**src/rtl/lcd_pkg.sv**
```systemverilog
// Shared LCD definitions: byte format, arbiter states, RGB565 colours.
// Imported by the SPI arbiter and the display-side modules.
package lcd_pkg;

  localparam int LCD_BYTE_W = 9;
  localparam int LCD_DC_BIT = 8;

  typedef enum logic [1:0] {
    IDLE = 2'd0,
    XFER = 2'd1,
    LOCK = 2'd2
  } arb_state_e;

  localparam logic [15:0] RGB565_BLACK = 16'h0000;
  localparam logic [15:0] RGB565_WHITE = 16'hFFFF;
  localparam logic [15:0] RGB565_RED   = 16'hF800;
  localparam logic [15:0] RGB565_GREEN = 16'h07E0;
  localparam logic [15:0] RGB565_BLUE  = 16'h001F;

  function automatic logic [LCD_BYTE_W-1:0] lcd_cmd(
    input logic [7:0] b
  );
    return {1'b0, b};
  endfunction

  function automatic logic [LCD_BYTE_W-1:0] lcd_dat(
    input logic [7:0] b
  );
    return {1'b1, b};
  endfunction

endpackage

```
**src/rtl/lcd_spi_arbiter_rr_pick.sv**
```systemverilog
// Combinational round-robin picker.
// Search starts at ptr+1 and wraps; returns onehot grant and index.
module rr_pick #(
  parameter int N  = 3,
  parameter int IW = $clog2(N)
) (
  input  logic [N-1:0]  req,
  input  logic [IW-1:0] ptr,
  output logic [N-1:0]  gnt,
  output logic [IW-1:0] idx,
  output logic          any
);

  always_comb begin
    gnt = '0;
    idx = '0;
    any = 1'b0;
    for (int k = 1; k <= N; k++) begin
      for (int i = 0; i < N; i++) begin
        if (!any && req[i] &&
            ((int'(ptr) + k) % N) == i) begin
          gnt[i] = 1'b1;
          idx    = IW'(i);
          any    = 1'b1;
        end
      end
    end
  end

endmodule

```
**src/rtl/lcd_spi_arbiter.sv**
```systemverilog
// Burst arbiter in front of the lcd_write SPI byte engine.
// Whole bursts are granted; a stalled engine is flagged by timeout.
module lcd_spi_arbiter
  import lcd_pkg::*;
#(
  parameter  int NUM_REQ     = 3,
  parameter  int TIMEOUT_CYC = 1024,
  localparam int IW          = $clog2(NUM_REQ)
) (
  input  logic                    clk_50MHz,
  input  logic                    rst_n,
  input  logic                    init_done,
  input  logic [NUM_REQ-1:0]      req_valid,
  input  logic [NUM_REQ*9-1:0]    req_data,
  input  logic [NUM_REQ-1:0]      req_last,
  output logic [NUM_REQ-1:0]      req_ready,
  output logic [LCD_BYTE_W-1:0]   data,
  output logic                    en_write,
  input  logic                    wr_done,
  output logic [IW-1:0]           grant_id,
  output logic                    busy,
  output logic                    err_timeout,
  input  logic                    err_clr
);

  localparam int TW = $clog2(TIMEOUT_CYC + 1);

  arb_state_e state, state_n;

  logic [IW-1:0]         grant_q;
  logic [IW-1:0]         rr_ptr;
  logic [IW-1:0]         pick_idx;
  logic [NUM_REQ-1:0]    elig;
  logic [NUM_REQ-1:0]    pick_gnt;
  logic                  pick_any;
  logic [LCD_BYTE_W-1:0] byte_a [NUM_REQ];
  logic [LCD_BYTE_W-1:0] sel_byte;
  logic                  sel_last;
  logic [LCD_BYTE_W-1:0] data_q;
  logic                  last_q;
  logic [TW-1:0]         timer;
  logic                  tmo;
  logic                  err_q;
  logic                  accept;

  // Until the panel is initialised only the init sequencer may talk.
  assign elig = init_done
              ? req_valid
              : {{(NUM_REQ-1){1'b0}}, req_valid[0]};

  rr_pick #(
    .N  (NUM_REQ),
    .IW (IW)
  ) u_pick (
    .req (elig),
    .ptr (rr_ptr),
    .gnt (pick_gnt),
    .idx (pick_idx),
    .any (pick_any)
  );

  always_comb begin
    for (int i = 0; i < NUM_REQ; i++)
      byte_a[i] = req_data[LCD_BYTE_W*i +: LCD_BYTE_W];
  end

  always_comb begin
    state_n   = state;
    req_ready = '0;
    tmo       = 1'b0;
    if (rst_n) begin
      unique case (state)
        IDLE: begin
          if (pick_any) begin
            req_ready = pick_gnt;
            state_n   = XFER;
          end
        end
        XFER: begin
          if (wr_done)
            state_n = last_q ? IDLE : LOCK;
          else if (timer == TW'(TIMEOUT_CYC - 1)) begin
            tmo     = 1'b1;
            state_n = IDLE;
          end
        end
        LOCK: begin
          for (int i = 0; i < NUM_REQ; i++)
            if (IW'(i) == grant_q && req_valid[i])
              req_ready[i] = 1'b1;
          if (|req_ready)
            state_n = XFER;
        end
        default: state_n = IDLE;
      endcase
    end
  end

  assign accept = |req_ready;

  always_comb begin
    sel_byte = '0;
    sel_last = 1'b0;
    for (int i = 0; i < NUM_REQ; i++) begin
      if (req_ready[i]) begin
        sel_byte = byte_a[i];
        sel_last = req_last[i];
      end
    end
  end

  always_ff @(posedge clk_50MHz or negedge rst_n) begin
    if (!rst_n) begin
      state  <= IDLE;
      data_q <= '0;
      last_q <= 1'b0;
    end else begin
      state <= state_n;
      if (accept) begin
        data_q <= sel_byte;
        last_q <= sel_last;
      end
    end
  end

  always_ff @(posedge clk_50MHz or negedge rst_n) begin
    if (!rst_n) begin
      grant_q <= '0;
      rr_ptr  <= IW'(NUM_REQ - 1);
    end else if (state == IDLE && pick_any) begin
      grant_q <= pick_idx;
      rr_ptr  <= pick_idx;
    end
  end

  always_ff @(posedge clk_50MHz or negedge rst_n) begin
    if (!rst_n)
      timer <= '0;
    else if (state == XFER && !wr_done && !tmo)
      timer <= timer + 1'b1;
    else
      timer <= '0;
  end

  // Setting wins over a simultaneous clear.
  always_ff @(posedge clk_50MHz or negedge rst_n) begin
    if (!rst_n)
      err_q <= 1'b0;
    else if (tmo)
      err_q <= 1'b1;
    else if (err_clr)
      err_q <= 1'b0;
  end

  assign data        = data_q;
  assign en_write    = (state == XFER);
  assign busy        = (state != IDLE);
  assign grant_id    = grant_q;
  assign err_timeout = err_q;

endmodule

```
**config.mk**
```make
export PLATFORM = sky130hd
export DESIGN_NAME = lcd_spi_arbiter
export DESIGN_NICKNAME = d
export VERILOG_FILES = /design/src/rtl/lcd_pkg.sv /design/src/rtl/lcd_spi_arbiter_rr_pick.sv /design/src/rtl/lcd_spi_arbiter.sv
export SDC_FILE = /design/constraint.sdc
export NUM_CORES = 1
export LEC_CHECK = 0
export CAP_MARGIN = 20
export CORE_ASPECT_RATIO = 0.75
export CORE_UTILIZATION = 44
export CTS_CLUSTER_SIZE = 14
export DETAILED_ROUTE_END_ITERATION = 16
export PLACE_DENSITY = 0.79
export SKIP_LAST_GASP = 1
export SLEW_MARGIN = 20
export SYNTH_ARGS = -nofsm -noshare
export SYNTH_HDL_FRONTEND = slang
export SYNTH_SLANG_ARGS = --single-unit
```
**constraint.sdc**
```tcl
create_clock -name clk_50MHz -period 2.7 [get_ports clk_50MHz]
set_clock_uncertainty 0.2 [all_clocks]
set_input_delay 0.405 -clock clk_50MHz [delete_from_list [all_inputs] [get_ports clk_50MHz]]
set_output_delay 0.405 -clock clk_50MHz [all_outputs]
set_load 0.05 [all_outputs]
```
# Yosys cells after proc, flatten, opt, wreduce, memory -nomap -nowiden
# Index checks and enable logic that the tools add are counted.
# totals
register_bits,28
input_bits,38
# classes
addsub,4
div_mod_pow,3
n_eq_ne,14
n_mux,57
reduce_logical,43
# op_table
operator,count
$eq 32x2->1 const B,3
$eq 32x3->1 const B,3
$logic_not 32->1,3
$mod 32x3->32 const B,3
$mux 1,36
$mux 9,3
$mux 2,12
$logic_and 1x1->1,23
$add 11x1->11 const B,1
$eq 11x10->1 const B,1
$mux 11,1
$logic_not 1->1,10
$mux 3,3
$add 2x2->3 const B,2
$pmux 2 s3,1
$pmux 3 s2,1
$reduce_or 3->1,2
$logic_not 2->1,2
$ne 2x2->1 const B,2
$reduce_and 4->1,1
$reduce_bool 2->1,2
$add 2x1->3 const B,1
$ne 3x1->1 const B,1
$eq 1x2->1 const A,1
3 further kinds,3

# Depth between registers and ports, before layout
# Gate-level depths: netlist (run 1).
# logic_depth
ltp_word,43
mapped_depth,9

# Modules after synthesis
# A second synthesis (run 1) with hierarchy kept.
# hier_totals
cells_unflattened,162
area_unflattened_um2,1722.9
# by_module_without_submodules
module,instances,cells_per_inst,area_per_inst_um2,seq_area_each_um2
lcd_spi_arbiter,1,142,1579.0,676.9
rr_pick,1,20,143.9,0.0

# Least setup slack after synthesis (run 1)
# Ideal clock, no wire load.
# synth_timing
kind,register to output
startpoint,"reg grant_q[0], in the netlist grant_id[0]"
endpoint,out req_ready[2]
arrival_ps,1757
required_ps,2095
setup_slack_ps,338
stages_incl_launch_ff,8
n_path_buf,1
path_cell_list,dfrtp_1 > inv_1 > ha_1 > a22oi_1 > o2111ai_1 > a21o_1 > inv_1 > buf_2
# synth_via
elab_chain_len,7
# synth_lines
element,line_no,source
from (decl),lcd_spi_arbiter.sv:30,logic [IW-1:0] grant_q;
from (signal assigned),lcd_spi_arbiter.sv:131,grant_q <= pick_idx;
$eq 2x2->1,lcd_spi_arbiter.sv:89,if (IW'(i) == grant_q && req_valid[i])
$logic_and 1x1->1,lcd_spi_arbiter.sv:89,
$mux 1,lcd_spi_arbiter.sv:89,
$mux 1,lcd_spi_arbiter.sv:72,unique case (state)
$mux 1,lcd_spi_arbiter.sv:71,if (rst_n) begin
$pmux 3 s2,lcd_spi_arbiter.sv:72,
$mux 3,lcd_spi_arbiter.sv:71,
to (decl),lcd_spi_arbiter.sv:16,"output logic [NUM_REQ-1:0] req_ready,"
# No other way between the ends. The select of a mux whose other input is x is not followed.

# Worst setup path in the final report (run 1)
# Ends and elaborated chain as after synthesis.

==> impl_metrics.py, run 1 <==
metrics = {
    "status": {
        "status": "finished clean",
    },
    "worst_setup_path": {
        "path_class": "flop to primary output",
        "reg2reg_depth": 9,
        "r2r_slack_ns": 0.17,
        "crit_required_ns": 2.10,
        "crit_top_cell": "inv_2",
        "slowest_delay_ns": 0.43,
        "r2r_end": "data[2]$_DFFE_PN0P_",
        "crit_path_end_kind": "primary output",
        "cp_cell_sequence": "inv_2, ha_4, a2bb2oi_1, o2111ai_1, a21o_1, inv_2, buf_12",
        "reg2reg_from": "rr_ptr[1]$_DFFE_PN1P_",
        "cp_slowest_cell": "dfrtp_1",
        "crit_path_start_kind": "flop",
        "worstPathArrival_ns": 2.05,
        "cp_max_fo": 7,
        "cp-startpoint": "grant_id[0]$_DFFE_PN0P_",
        "crit_path_end": "req_ready[2]",
    },
    "sta": {
        "finalCritPeriodShare": 0.982,
        "fin_tns_setup_ns": 0,
        "setup-violations-final": 0,
        "final_max_slew_viol_count": 0,
        "setup_slack_ns": 0.0474,
        "timing.fmax_mhz": 377,
        "finalHoldViolCount": 0,
        "rsz0062_at_grt": "true",
        "slew_headroom": 0.667,
        "tightest_slew_ns": 0.497,
        "fin_crit_ns": 2.65,
    },
    "cts": {
        "cts_hold_buf": 0,
        "htreeDepth": 1,
        "insertion_delay_ns": 0.27,
        "cts_buffer_depth": 2,
        "cts_inserted_buffers": 3,
        "cts_tree": "yes",
        "clockRootBuffer": "clkbuf_8",
        "clkSlewWorstSetupHoldPaths_ns": 0.09,
        "cts_num_sinks": 27,
    },
    "routing": {
        "wirelength_um": 3950,
        "via_per_inst": 5.60,
        "firstDrtPassIters": 4,
        "wl_per_cell_um": 15.4,
        "drc": 0,
        "via_count": 1434,
        "drt_iter0_drc": 36,
        "ant_nets": 0,
    },
    "global_routing": {
        "first_global_vias": 1384,
        "overflow": 0,
        "gr-usage-all-layers": 0.213,
        "antenna_found_initial": 0,
        "grt_start_max_net_pins": 21,
        "grt_pass1_wl_um": 6240,
    },
    "placed_design": {
        "finalWeightedCongestion": 0.909,
        "dpl.hpwl_um": 3010,
        "io_buffers": 54,
        "post-place-ws_ns": 0.146,
    },
    "die": {
        "core_um2": 3290,
        "initial_utilization": 0.462,
        "dieArea_um2": 3690,
        "fp.dieH_um": 52.9,
        "row_count": 18,
        "die_w_um": 69.8,
        "io_pins": 55,
    },
    "yosys": {
        "syn_area_per_cell_um2": 9.92,
        "ys.warnings.count": 0,
        "synth-compound-area-share": 0.200,
        "synth-edff-count": 0,
        "synthAdderAreaFrac": 0.0247,
        "yosysSeqAreaShare": 0.446,
        "ys_ff_latch": 27,
        "synthMuxAreaShare": 0.0206,
        "synth_cell_types": 45,
        "synth_area_um2": 1520,
        "ys.flop_type": "dfrtp_1",
        "synth_xor_area_frac": 0.0519,
        "synthesis.nets": 194,
        "synth-async-reset-ratio": 1.00,
        "synthSimpleGateAreaFrac": 0.208,
        "synthCells": 153,
        "synth_top_family_by_area": "simple AND/OR/NAND/NOR gates",
    },
    "finish": {
        "final-seq-area_um2": 677,
        "n_antenna_cell": 0,
        "nFillCells": 230,
        "syn2layout_area_growth_pct": 50.6,
        "utilization": 0.695,
        "layout.nets": 258,
        "drive_above_1_share": 0.176,
        "layout_common_cells": "clkdlybuf4s50_1 (51), nor2_1 (26), dfrtp_1 (26)",
        "layout_commonest_cell": "clkdlybuf4s50_1",
        "multi_input_area_um2": 822,
    },
    "min_path": {
        "holdCritPathClass": "primary input to asynchronous set/reset pin",
    },
    "power_and_ir_drop": {
        "ir_worst_vdd_mv": 0.449,
        "power_density_nw_per_um2": 898,
        "p_leak_nw": 0.964,
    },
    "flow_run": {
        "cap_violations": 0,
    },
}
[stage by stage]
| step | cells | cell area (um2) | power, mW | hold slack (ns) |
|---|---|---|---|---|
| finish | 256 | 2290 | 2.05 | 0.161 |
| global route | 256 | 2290 | 2.16 | 0.166 |
| CTS | 256 | 2240 | 2.01 | 0.164 |
| detailed placement | 251 | 2170 | 1.75 | 0.278 |
| global placement | 251 | 2170 | 1.72 | 0.271 |
| floorplan | 153 | 1520 | 1.36 | -0.0906 |
[synthesized netlist by cell type (2+ instances only)]
master,number,share of area
nand2_1,10,0.025
mux2i_1,2,0.013
buf_4,2,0.0099
ha_1,3,0.025
nand2b_1,4,0.016
xor2_1,6,0.035
nand4_1,3,0.012
buf_2,2,0.0066
nor3_1,2,0.0066
xnor2_1,3,0.017
a221oi_1,11,0.063
o2bb2ai_1,10,0.058
nand3_1,4,0.013
inv_1,9,0.022
dfrtp_1,26,0.43
nor2_1,26,0.064
o21ai_0,2,0.0066
[what timing repair did]
| item | in CTS | in global routing |
|---|---|---|
| setup buffers | 1 | 0 |
| endpoints found under the setup margin | 3 | 14 |
| pin swaps | 0 | 2 |
| gates resized for setup | 2 | 9 |
[sequential cells by signal (all words and copies together), names as in the netlist]
signal,count
state,2
timer,11
rr_ptr,1
data,9
last_q,1
grant_id,2
err_timeout,1
[worst min-delay path by stage]
stage,startpoint,end,depth (start not counted)
floorplan,rst_n,data[0]$_DFFE_PN0P_,0
global placement,data[1]$_DFFE_PN0P_,data[1]$_DFFE_PN0P_,1
detailed placement,last_q$_DFFE_PN0P_,state[1]$_DFFE_PN0P_,1
CTS,rst_n,last_q$_DFFE_PN0P_,1
global route,rst_n,last_q$_DFFE_PN0P_,1
finish,rst_n,last_q$_DFFE_PN0P_,1
[final cells by class]
class | instances | share of cell area
clock buffers | 3 | 0.0181
clock inverters | 1 | 0.00219
inverters | 9 | 0.0148
multi-input cells | 111 | 0.360
flip-flops and latches | 27 | 0.296
well taps | 40 | 0.0219
repair buffers | 65 | 0.287
[power breakdown]
part           leakage, nW  internal, mW  switching (mW)  total, mW
logic                0.585         0.508           0.705       1.21
registers            0.353         0.517          0.0967      0.614
clock network       0.0255         0.103           0.121      0.224
[per-layer routing]
layer | track usage | up-vias | share of wire
met2 | 0.383 | 54 | 0.48
met3 | 0.0552 | 8 | 0.069
li1 | - | 686 | -
met4 | 0.0500 | 0 | 0.0099
met1 | 0.262 | 686 | 0.44
met5 | 0 | - | 0
[critical path: cells and delay by family, from the launching register on]
| kind | cells | cell delay [ns] |
|---|---|---|
| fa+ha+maj | 1 | 0.31 |
| compound gates | 3 | 0.60 |
| flops | 1 | 0.43 |
| buf+inv | 3 | 0.45 |
[logic make-up (layout without fill, tap and decap cells)]
family / after synthesis / after routing
buffers and inverters: 15 / 78
flip-flops: 27 / 27
AO/OA/AOI/OAI: 36 / 36
adder cells (fa/ha/maj): 3 / 3
multiplexers: 3 / 3
XOR/XNOR: 9 / 9
AND/OR/NAND/NOR: 60 / 60
Power figures use the tool's default switching activity.
==> run 2, diff against run 1 <==
--- a/config.mk
+++ b/config.mk
@@ -6,7 +6,6 @@
 export NUM_CORES = 1
 export LEC_CHECK = 0
 export CAP_MARGIN = 20
-export CORE_ASPECT_RATIO = 0.75
 export CORE_UTILIZATION = 44
 export CTS_CLUSTER_SIZE = 14
 export DETAILED_ROUTE_END_ITERATION = 16
==> impl_metrics.py, run 2 (synthesis gave the netlist of run 1 again) <==
metrics = {
    "global_routing": {
        "overflow": 0,
        "grt_start_max_net_pins": 18,
        "gr-usage-all-layers": 0.242,
        "first_global_vias": 1420,
        "grt_pass1_wl_um": 6520,
        "antenna_found_initial": 0,
    },
    "die": {
        "initial_utilization": 0.481,
        "die_w_um": 60.7,
        "io_pins": 55,
        "fp.dieH_um": 60.7,
        "row_count": 20,
        "core_um2": 3150,
        "dieArea_um2": 3690,
    },
    "cts": {
        "cts_tree": "yes",
        "cts_inserted_buffers": 3,
        "clockRootBuffer": "clkbuf_4",
        "cts_buffer_depth": 2,
        "insertion_delay_ns": 0.32,
        "clkSlewWorstSetupHoldPaths_ns": 0.14,
        "cts_num_sinks": 27,
        "htreeDepth": 1,
    },
    "worst_setup_path": {
        "cp_slowest_cell": "dfstp_2",
        "cp-startpoint": "rr_ptr[1]$_DFFE_PN1P_",
        "reg2reg_from": "rr_ptr[1]$_DFFE_PN1P_",
        "slowest_delay_ns": 0.59,
        "r2r_slack_ns": 0.16,
        "worstPathArrival_ns": 2.06,
        "cp_cell_sequence": "inv_1, ha_2, nor2b_1, a221oi_2, a31o_2, buf_12",
        "r2r_end": "data[2]$_DFFE_PN0P_",
        "crit_path_end_kind": "primary output",
        "crit_required_ns": 2.10,
        "cp_max_fo": 4,
        "crit_path_start_kind": "flop",
        "path_class": "flop to primary output",
        "reg2reg_depth": 9,
    },
    "sta": {
        "finalCritPeriodShare": 0.986,
        "rsz0062_at_grt": "true",
        "slew_headroom": 0.646,
        "setup-violations-final": 0,
        "tightest_slew_ns": 0.529,
        "timing.fmax_mhz": 376,
        "fin_crit_ns": 2.66,
        "finalHoldViolCount": 0,
        "final_max_slew_viol_count": 0,
        "setup_slack_ns": 0.0377,
    },
    "power_and_ir_drop": {
        "power_density_nw_per_um2": 895,
        "p_leak_nw": 0.943,
        "ir_worst_vdd_mv": 0.911,
    },
    "placed_design": {
        "finalWeightedCongestion": 0.958,
        "dpl.hpwl_um": 3290,
        "dp.cells": 253,
        "post-place-ws_ns": 0.0855,
        "io_buffers": 54,
        "placed_area_um2": 2160,
    },
    "finish": {
        "layout_common_cells": "clkdlybuf4s50_1 (51), nor2_1 (26), dfrtp_1 (26), buf_4 (11)",
        "syn2layout_area_growth_pct": 49.1,
        "instances_no_fill": 260,
        "top_register": "timer",
        "drive_above_1_share": 0.176,
        "largest_register_ffs": 11,
        "layout_commonest_cell": "clkdlybuf4s50_1",
        "layout.nets": 258,
        "design_area_um2": 2260,
        "n_antenna_cell": 0,
    },
    "routing": {
        "drt_iter0_drc": 110,
        "wl_per_cell_um": 16.8,
        "via_per_inst": 5.60,
        "wirelength_um": 4380,
        "firstDrtPassIters": 4,
        "via_count": 1457,
        "drc": 0,
        "ant_nets": 0,
    },
    "min_path": {
        "holdCritPathClass": "primary input to asynchronous set/reset pin",
    },
    "status": {
        "status": "finished clean",
    },
    "flow_run": {
        "cap_violations": 0,
    },
}
## run 2: cell types whose count changed in the layout (fill, tap and decap cells not counted), moves of 2 or more
cell | previous run | this run
clkbuf_4 | 0 | 3
clkbuf_8 | 3 | 0
a221oi_1 | 8 | 10
a221oi_2 | 3 | 1
## run 2: area by class of cell
| type | instances | area (um2) |
|---|---|---|
| flip-flops and latches | 27 | 677 |
| well taps | 44 | 55.1 |
| clock buffers | 4 | 26.3 |
| multi-input cells | 111 | 817 |
| repair buffers | 65 | 653 |
| fillers | 264 | 891 |
| inverters | 9 | 33.8 |
## run 2: power breakdown
group,internal [mW],switching (mW)
clock,0.0578,0.115
sequential,0.517,0.0956
combinational,0.514,0.725
## run 2: metrics by stage
stage	utilization	hold WS, ns	TNS [ns]	total power, mW
6_report	0.717	0.238	0	2.03
5_1_grt	0.717	0.233	-0.0654	2.13
4_1_cts	0.708	0.232	0	2.00
3_5_place_dp	0.686	0.272	0	1.76
3_3_place_gp	0.686	0.270	0	1.73
2_1_floorplan	-	-0.0906	0	1.36
## run 2: worst max-delay path: cells and delay by family (launching register included)
| family | cells | cell delay, ns |
|---|---|---|
| AO/OA/AOI/OAI | 2 | 0.60 |
| adder cells (fa/ha/maj) | 1 | 0.20 |
| buffers and inverters | 2 | 0.21 |
| flip-flops | 1 | 0.59 |
| AND/OR/NAND/NOR | 1 | 0.15 |
## run 2: per-layer routing
layer  share of wire  GRT usage  wire length, um
met1            0.43      0.305             1870
met2            0.54      0.435             2350
met3           0.023     0.0320              100
met4           0.012     0.0714               52
met5               0          0                0
## run 2: timing repair
item / in CTS / in global routing
pin swaps: 1 / 3
setup buffers: 2 / 1
hold endpoints to repair: 0 / 0
gates resized for setup: 6 / 4
endpoints found under the setup margin: 3 / 3
hold buffers: 0 / 0
## run 2: worst max path at each step
stage / slack, ns / end / cells after the start
after floorplan: 0.34 / req_ready[2] / 7
after global placement: 0.21 / req_ready[1] / 5
after detailed placement: 0.09 / data[2]$_DFFE_PN0P_ / 8
after CTS: 0.02 / req_ready[2] / 6
after global routing: -0.04 / req_ready[0] / 7
final: 0.04 / req_ready[1] / 6
